===== src/rtl/cam_align_pkg.sv =====
// Shared types and default constants for the camera LVDS word aligner.
package cam_align_pkg;

  typedef enum logic [2:0] {
    ST_IDLE,
    ST_CHECK,
    ST_SLIP,
    ST_WAIT,
    ST_LOCKED,
    ST_FAIL
  } lane_state_e;

  localparam logic [7:0] DEF_TRAIN_WORD = 8'hE5;
  localparam int         DEF_SETTLE     = 4;
  localparam int         DEF_MATCH_N    = 16;

  // A lane counts as busy while it is still hunting for alignment.
  function automatic logic lane_is_busy(input lane_state_e s);
    return (s == ST_CHECK) || (s == ST_SLIP) || (s == ST_WAIT);
  endfunction

endpackage


===== src/rtl/cam_bitslip_lane.sv =====
// One lane of the word aligner: compares the polarity-corrected word against the
// training word, issues single-cycle bitslip pulses, and reports lock or failure.
module cam_bitslip_lane
  import cam_align_pkg::*;
#(
  parameter int               DESER      = 8,
  parameter logic [DESER-1:0] TRAIN_WORD = DESER'(DEF_TRAIN_WORD),
  parameter int               SETTLE     = DEF_SETTLE,
  parameter int               MATCH_N    = DEF_MATCH_N,
  localparam int              CW         = $clog2(DESER + 1)
) (
  input  logic             clk_i,
  input  logic             rst_ni,
  input  logic             start_i,
  input  logic [DESER-1:0] word_i,
  output logic             bitslip_o,
  output logic             locked_o,
  output logic             fail_o,
  output logic             busy_o,
  output logic [CW-1:0]    slipCnt_o
);

  localparam int MW = $clog2(MATCH_N + 1);
  localparam int SW = $clog2(SETTLE + 1);

  lane_state_e   state_q;
  logic [MW-1:0] matchCnt_q;
  logic [CW-1:0] slipCnt_q;
  logic [SW-1:0] settleCnt_q;
  logic          bitslip_q;
  logic          locked_q;
  logic          fail_q;

  // Lane FSM; the bitslip pulse is raised on entry to SLIP so it is high for exactly that state.
  always_ff @(posedge clk_i or negedge rst_ni) begin
    if (!rst_ni) begin
      state_q     <= ST_IDLE;
      matchCnt_q  <= '0;
      slipCnt_q   <= '0;
      settleCnt_q <= '0;
      bitslip_q   <= 1'b0;
      locked_q    <= 1'b0;
      fail_q      <= 1'b0;
    end else if (start_i) begin
      state_q     <= ST_CHECK;
      matchCnt_q  <= '0;
      slipCnt_q   <= '0;
      settleCnt_q <= '0;
      bitslip_q   <= 1'b0;
      locked_q    <= 1'b0;
      fail_q      <= 1'b0;
    end else begin
      case (state_q)
        ST_CHECK: begin
          if (word_i == TRAIN_WORD) begin
            if (matchCnt_q == MW'(MATCH_N - 1)) begin
              state_q  <= ST_LOCKED;
              locked_q <= 1'b1;
            end else begin
              matchCnt_q <= matchCnt_q + 1'b1;
            end
          end else begin
            matchCnt_q <= '0;
            if (slipCnt_q == CW'(DESER)) begin
              state_q <= ST_FAIL;
              fail_q  <= 1'b1;
            end else begin
              state_q   <= ST_SLIP;
              bitslip_q <= 1'b1;
            end
          end
        end
        ST_SLIP: begin
          bitslip_q   <= 1'b0;
          settleCnt_q <= '0;
          state_q     <= ST_WAIT;
          if (slipCnt_q != CW'(DESER)) begin
            slipCnt_q <= slipCnt_q + 1'b1;
          end
        end
        ST_WAIT: begin
          if (settleCnt_q == SW'(SETTLE - 1)) begin
            state_q <= ST_CHECK;
          end else begin
            settleCnt_q <= settleCnt_q + 1'b1;
          end
        end
        default: begin
        end
      endcase
    end
  end

  assign bitslip_o = bitslip_q;
  assign locked_o  = locked_q;
  assign fail_o    = fail_q;
  assign slipCnt_o = slipCnt_q;
  assign busy_o    = lane_is_busy(state_q);

endmodule


===== src/rtl/cam_bitslip_align.sv =====
// Per-camera word aligner: polarity-corrects every deserialiser lane, runs one
// alignment FSM per lane, and registers the corrected data and summary flags.
module cam_bitslip_align
  import cam_align_pkg::*;
#(
  parameter int                 N_LANES    = 5,
  parameter int                 DESER      = 8,
  parameter logic [DESER-1:0]   TRAIN_WORD = DESER'(DEF_TRAIN_WORD),
  parameter logic [N_LANES-1:0] INVERT     = N_LANES'('h0F),
  parameter int                 SETTLE     = DEF_SETTLE,
  parameter int                 MATCH_N    = DEF_MATCH_N,
  localparam int                CW         = $clog2(DESER + 1)
) (
  input  logic                     c,
  input  logic                     rst_n,
  input  logic                     start,
  input  logic [N_LANES*DESER-1:0] rxd_in,
  output logic [N_LANES-1:0]       bitslip,
  output logic [N_LANES*DESER-1:0] rxd_out,
  output logic [N_LANES-1:0]       lane_locked,
  output logic [N_LANES-1:0]       lane_fail,
  output logic [N_LANES*CW-1:0]    slip_cnt,
  output logic                     all_locked,
  output logic                     busy
);

  logic [N_LANES*DESER-1:0] rxdCorr;
  logic [N_LANES-1:0]       laneBusy;
  logic [N_LANES*DESER-1:0] rxdOut_q;
  logic                     allLocked_q;
  logic                     busy_q;
  logic                     allLocked_d;
  logic                     busy_d;

  for (genvar g = 0; g < N_LANES; g++) begin : g_lane
    assign rxdCorr[g*DESER +: DESER] = rxd_in[g*DESER +: DESER] ^ {DESER{INVERT[g]}};

    cam_bitslip_lane #(
      .DESER      (DESER),
      .TRAIN_WORD (TRAIN_WORD),
      .SETTLE     (SETTLE),
      .MATCH_N    (MATCH_N)
    ) u_lane (
      .clk_i     (c),
      .rst_ni    (rst_n),
      .start_i   (start),
      .word_i    (rxdCorr[g*DESER +: DESER]),
      .bitslip_o (bitslip[g]),
      .locked_o  (lane_locked[g]),
      .fail_o    (lane_fail[g]),
      .busy_o    (laneBusy[g]),
      .slipCnt_o (slip_cnt[g*CW +: CW])
    );
  end

  assign allLocked_d = &lane_locked;
  assign busy_d      = |laneBusy;

  // Corrected data and summary flags, registered one cycle behind the lanes.
  always_ff @(posedge c or negedge rst_n) begin
    if (!rst_n) begin
      rxdOut_q    <= '0;
      allLocked_q <= 1'b0;
      busy_q      <= 1'b0;
    end else begin
      rxdOut_q    <= rxdCorr;
      allLocked_q <= allLocked_d;
      busy_q      <= busy_d;
    end
  end

  assign rxd_out    = rxdOut_q;
  assign all_locked = allLocked_q;
  assign busy       = busy_q;

endmodule


===== config.mk =====
export PLATFORM = sky130hd
export DESIGN_NAME = cam_bitslip_align
export DESIGN_NICKNAME = d
export VERILOG_FILES = /design/src/rtl/cam_align_pkg.sv /design/src/rtl/cam_bitslip_lane.sv /design/src/rtl/cam_bitslip_align.sv
export SDC_FILE = /design/constraint.sdc
export NUM_CORES = 1
export LEC_CHECK = 0
export ABC_AREA = 1
export BUFFER_PORTS_ARGS = -buffer_cell sky130_fd_sc_hd__buf_2
export CAP_MARGIN = 0
export CORE_ASPECT_RATIO = 0.8
export CORE_MARGIN = 4
export CORE_UTILIZATION = 30
export CTS_CLUSTER_DIAMETER = 80
export DETAILED_ROUTE_END_ITERATION = 10
export SYNTH_ARGS = -nofsm -noshare
export SYNTH_HDL_FRONTEND = slang
export SYNTH_SLANG_ARGS = --single-unit

===== constraint.sdc =====
create_clock -name c -period 2.6 [get_ports c]
set_input_delay 0 -clock c [delete_from_list [all_inputs] [get_ports c]]
set_output_delay 0 -clock c [all_outputs]
set_load 0.005 [all_outputs]

==> metrics.log <==
INFO  metric power_density = 755 mW/mm2
INFO  metric count_of_endpoints_failing_hold_in_the_final_timing_report = 0
INFO  metric ctsRootBufferMaster = clkbuf_16
INFO  metric die_outline_area = 0.0241 mm2
INFO  metric drc = 0
INFO  metric h_tree_depth = 4
INFO  metric timing.clock.skew = 0.00694 ns
INFO  metric timing.fmax = 0.608 GHz
INFO  metric drv.max_cap_violation_count = 0
INFO  metric grt_use_total = 0.124
INFO  metric tritoncts = done
INFO  metric ys_seq_area_frac = 0.509
INFO  metric grt_start_max_net_pins = 63
INFO  metric power.share.clock = 0.353
INFO  metric worst-slew-pin-transition = 0.594 ns
INFO  metric endpoint_kind = register
INFO  metric tritoncts.num_buffers = 17
INFO  metric filler_cell_count = 2059
INFO  metric crit_path_cell_trace = ha_1, nand2_1, nor2_1, ha_1, nor3_2, nand2_1, nand2_2, nand2_1, o21ai_1
INFO  metric yosys.area.top_type = dfrtp_1
INFO  metric power.ir.vdd_worst = 0.322 mV
INFO  metric run_status = finished clean
INFO  metric clkLatencyLatePin = 0.41 ns
INFO  metric die_w = 172 um
INFO  metric die_height = 140 um
INFO  metric worst_slew_margin_relative_to_its_limit = 0.604
INFO  metric family_of_cells_with_the_greatest_summed_delay_on_the_critical_path = simple AND/OR/NAND/NOR gates
INFO  metric required = 2.93 ns
INFO  metric cts.clk_slew.worst_paths = 0.06 ns
INFO  metric boundaryPins = 120
INFO  metric design.core.area = 0.0210 mm2
INFO  metric netlist.area_leader.share = 0.509
INFO  metric cts.sink_count = 132
INFO  metric slowest_stage_cell_on_the_critical_path = dfrtp_1
INFO  metric setup_violations = 0
INFO  metric dp.final_hpwl = 9920 um
INFO  metric n_antenna_cell = 0
INFO  metric final_weighted_congestion_in_routability_driven_placement = 0.793
INFO  metric first_global_vias = 5056
INFO  metric postCtsResizedCells = 0
INFO  metric leak_pwr = 0.00426 uW
INFO  metric setup_total_negative_slack = 0 ns
INFO  metric data_arrival_time_of_the_worst_path = 1.98 ns
INFO  metric most_frequent_cell_on_critical_path = nand2_1
INFO  metric cts.repair_timing.setup_buffer_count = 0
INFO  metric syn-num-nets = 836
INFO  metric synth_area = 0.00649 mm2
INFO  metric yosysUniqueCellTypes = 32
INFO  metric finalWirelength = 14500 um
INFO  metric drive_gt1_frac = 0.214
INFO  metric final_core_utilization = 0.394
INFO  metric drt_first_iter_violations = 220
INFO  metric p_int = 4140 uW
INFO  metric combinationalPowerShare = 0.249
INFO  metric overflow = 0
INFO  metric standard_cell_row_count = 47
INFO  metric io_buffer_count = 119
INFO  metric clk_path_buf_depth = 2
INFO  metric period_share = 0.633
INFO  metric drtAntennaViolNets = 0
INFO  metric drt-vias-per-instance = 4.33
INFO  metric netlist_top_cells_area = dfrtp_1, nand2_1, inv_1
INFO  metric power.share.sequential = 0.398
INFO  metric power_switching_share = 0.337
INFO  metric area.growth.synth_to_final = 27.4%
INFO  metric design.final.nets = 996
INFO  metric start_util = 0.309
INFO  metric cp_num_buf_inv = 0
INFO  metric initial_antenna_violation_count = 0
INFO  metric finalWorstPathRequiredPeriod = 1.64 ns
INFO  metric postSynthRegisterBits = 132
INFO  metric synth_area_per_cell = 8.50 um2
INFO  metric synthesis.instances = 763
INFO  metric via_total_after_detailed_routing = 5215
INFO  metric first_pass_grt_wire_length = 24300 um
INFO  metric wl_per_cell = 12.1 um
INFO  metric timing_max_transition_violations_final = 0
INFO  metric ys.warnings.count = 0
INFO  metric total_switching_power = 2110 uW
INFO  metric crit_type = reg2reg
INFO  metric setup_repair_after_global_routing_missed_its_margin = false
INFO  metric cts.hold.buffers_added = 42
INFO  metric critical_path.max_stage_delay = 0.40 ns
INFO  metric critPathLaunchType = register
INFO  metric drt_pre_antenna_iters = 4
INFO  metric timing.critical_path.fanout_max = 4
INFO  metric hold_path.class = in2async
[final cells by class]
cell class	count	area, um2	area share
Sequential cell	132	3300	0.400
Multi-Input combinational cell	474	2510	0.304
Timing Repair Buffer	165	1080	0.130
Inverter	133	499	0.0604
Clock buffer	17	425	0.0515
Tap cell	269	337	0.0407
Clock inverter	13	114	0.0138
[final timing paths]
kind	cells after the start	slack [ns]	startpoint	to
min	2	0.14	rst_n	g_lane[4].u_lane.slipCnt_o[0]$_DFFE_PN0P_
min in group c	2	0.25	rxd_in[32]	rxd_out[32]$_DFF_PN0_
min reg2reg	1	0.47	g_lane[4].u_lane.settleCnt_q[0]$_DFFE_PN0P_	g_lane[4].u_lane.settleCnt_q[0]$_DFFE_PN0P_
max	9	0.96	g_lane[4].u_lane.matchCnt_q[0]$_DFFE_PN0P_	g_lane[4].u_lane.state_q[2]$_DFFE_PN0P_
max in group asynchronous	3	1.73	rst_n	g_lane[1].u_lane.slipCnt_o[3]$_DFFE_PN0P_
max reg2reg	9	0.96	g_lane[4].u_lane.matchCnt_q[0]$_DFFE_PN0P_	g_lane[4].u_lane.state_q[2]$_DFFE_PN0P_
[cell usage in the layout (no fill, tap or decap), drive strengths merged, types with 6 or more instances in the layout]
cell type,count
ha,30
o21ai,64
buf,123
nand2,195
dfrtp,132
nor3,9
clkbuf,17
dlygate4sd3,42
nor2,61
a21oi,23
clkinv,6
inv,134
nand3,54
xor2,6
nand4,10
[state kept, by name, indices dropped and copies added, names as in the netlist]
name	flops
all_locked	1
g_lane.u_lane.settleCnt_q	15
busy	1
g_lane.u_lane.state_q	15
rxd_out	40
g_lane.u_lane.locked_o	5
g_lane.u_lane.matchCnt_q	25
g_lane.u_lane.bitslip_o	5
g_lane.u_lane.fail_o	5
g_lane.u_lane.slipCnt_o	20
[kinds of logic after synthesis]
group                      Yosys count  synth area share
AOI/OAI and AO/OA                   97            0.0814
and+or+nand+nor                    341             0.239
DFF                                132             0.509
adders and majority gates           30            0.0579
xor gates and xnor gates             6           0.00810
buffers and inverters              157             0.104
[per-stage QoR]
step                worst slack [ns]  area, um2  std cells  hold slack, ns  power (uW)
floorplan                       1.11       6490        763          -0.296        3590
global placement                1.01       7300       1131          0.0394        4020
detailed placement             0.939       7300       1131          0.0341        4030
finish                         0.955       8260       1203           0.141        6240
CTS                            0.924       8260       1203           0.152        6340
global route                   0.785       8260       1203           0.195        6710
[power by group through the flow]
stage / logic (uW) / registers, uW / clock network, uW
global placement: 1510 / 2520 / 0
global route: 1820 / 2520 / 2370
finish: 1550 / 2490 / 2200
detailed placement: 1520 / 2520 / 0
floorplan: 1100 / 2490 / 0
CTS: 1570 / 2480 / 2280
[layer usage]
| metal | up-vias | routed length, um | global-route usage |
|---|---|---|---|
| met3 | 13 | 1010 | 0.0428 |
| met1 | 2357 | 7400 | 0.174 |
| li1 | 2711 | - | - |
| met4 | 0 | 153 | 0.0360 |
| met2 | 134 | 5960 | 0.182 |
| met5 | - | 0 | 0 |
[synth_stat cells]
master,count
buf_2,3
nor3_1,8
and3_1,1
or2_0,1
o31ai_1,1
inv_1,126
xor2_1,6
o21ai_2,5
a21oi_1,23
dfrtp_1,132
nor2_2,9
nand3_1,43
o21a_1,3
nand4_1,10
nor2_4,4
nand3_2,11
ha_1,30
or2_2,4
nand2_1,191
nor3b_2,1
buf_4,20
o21ai_0,46
o22ai_1,1
nor2_1,48
buf_6,1
nand3b_2,1
a211oi_1,5
inv_2,7
nor3_2,1
nand2_2,4
o21ai_1,13
nor3b_1,4
Note: power is estimated with default switching activity, not from simulation.
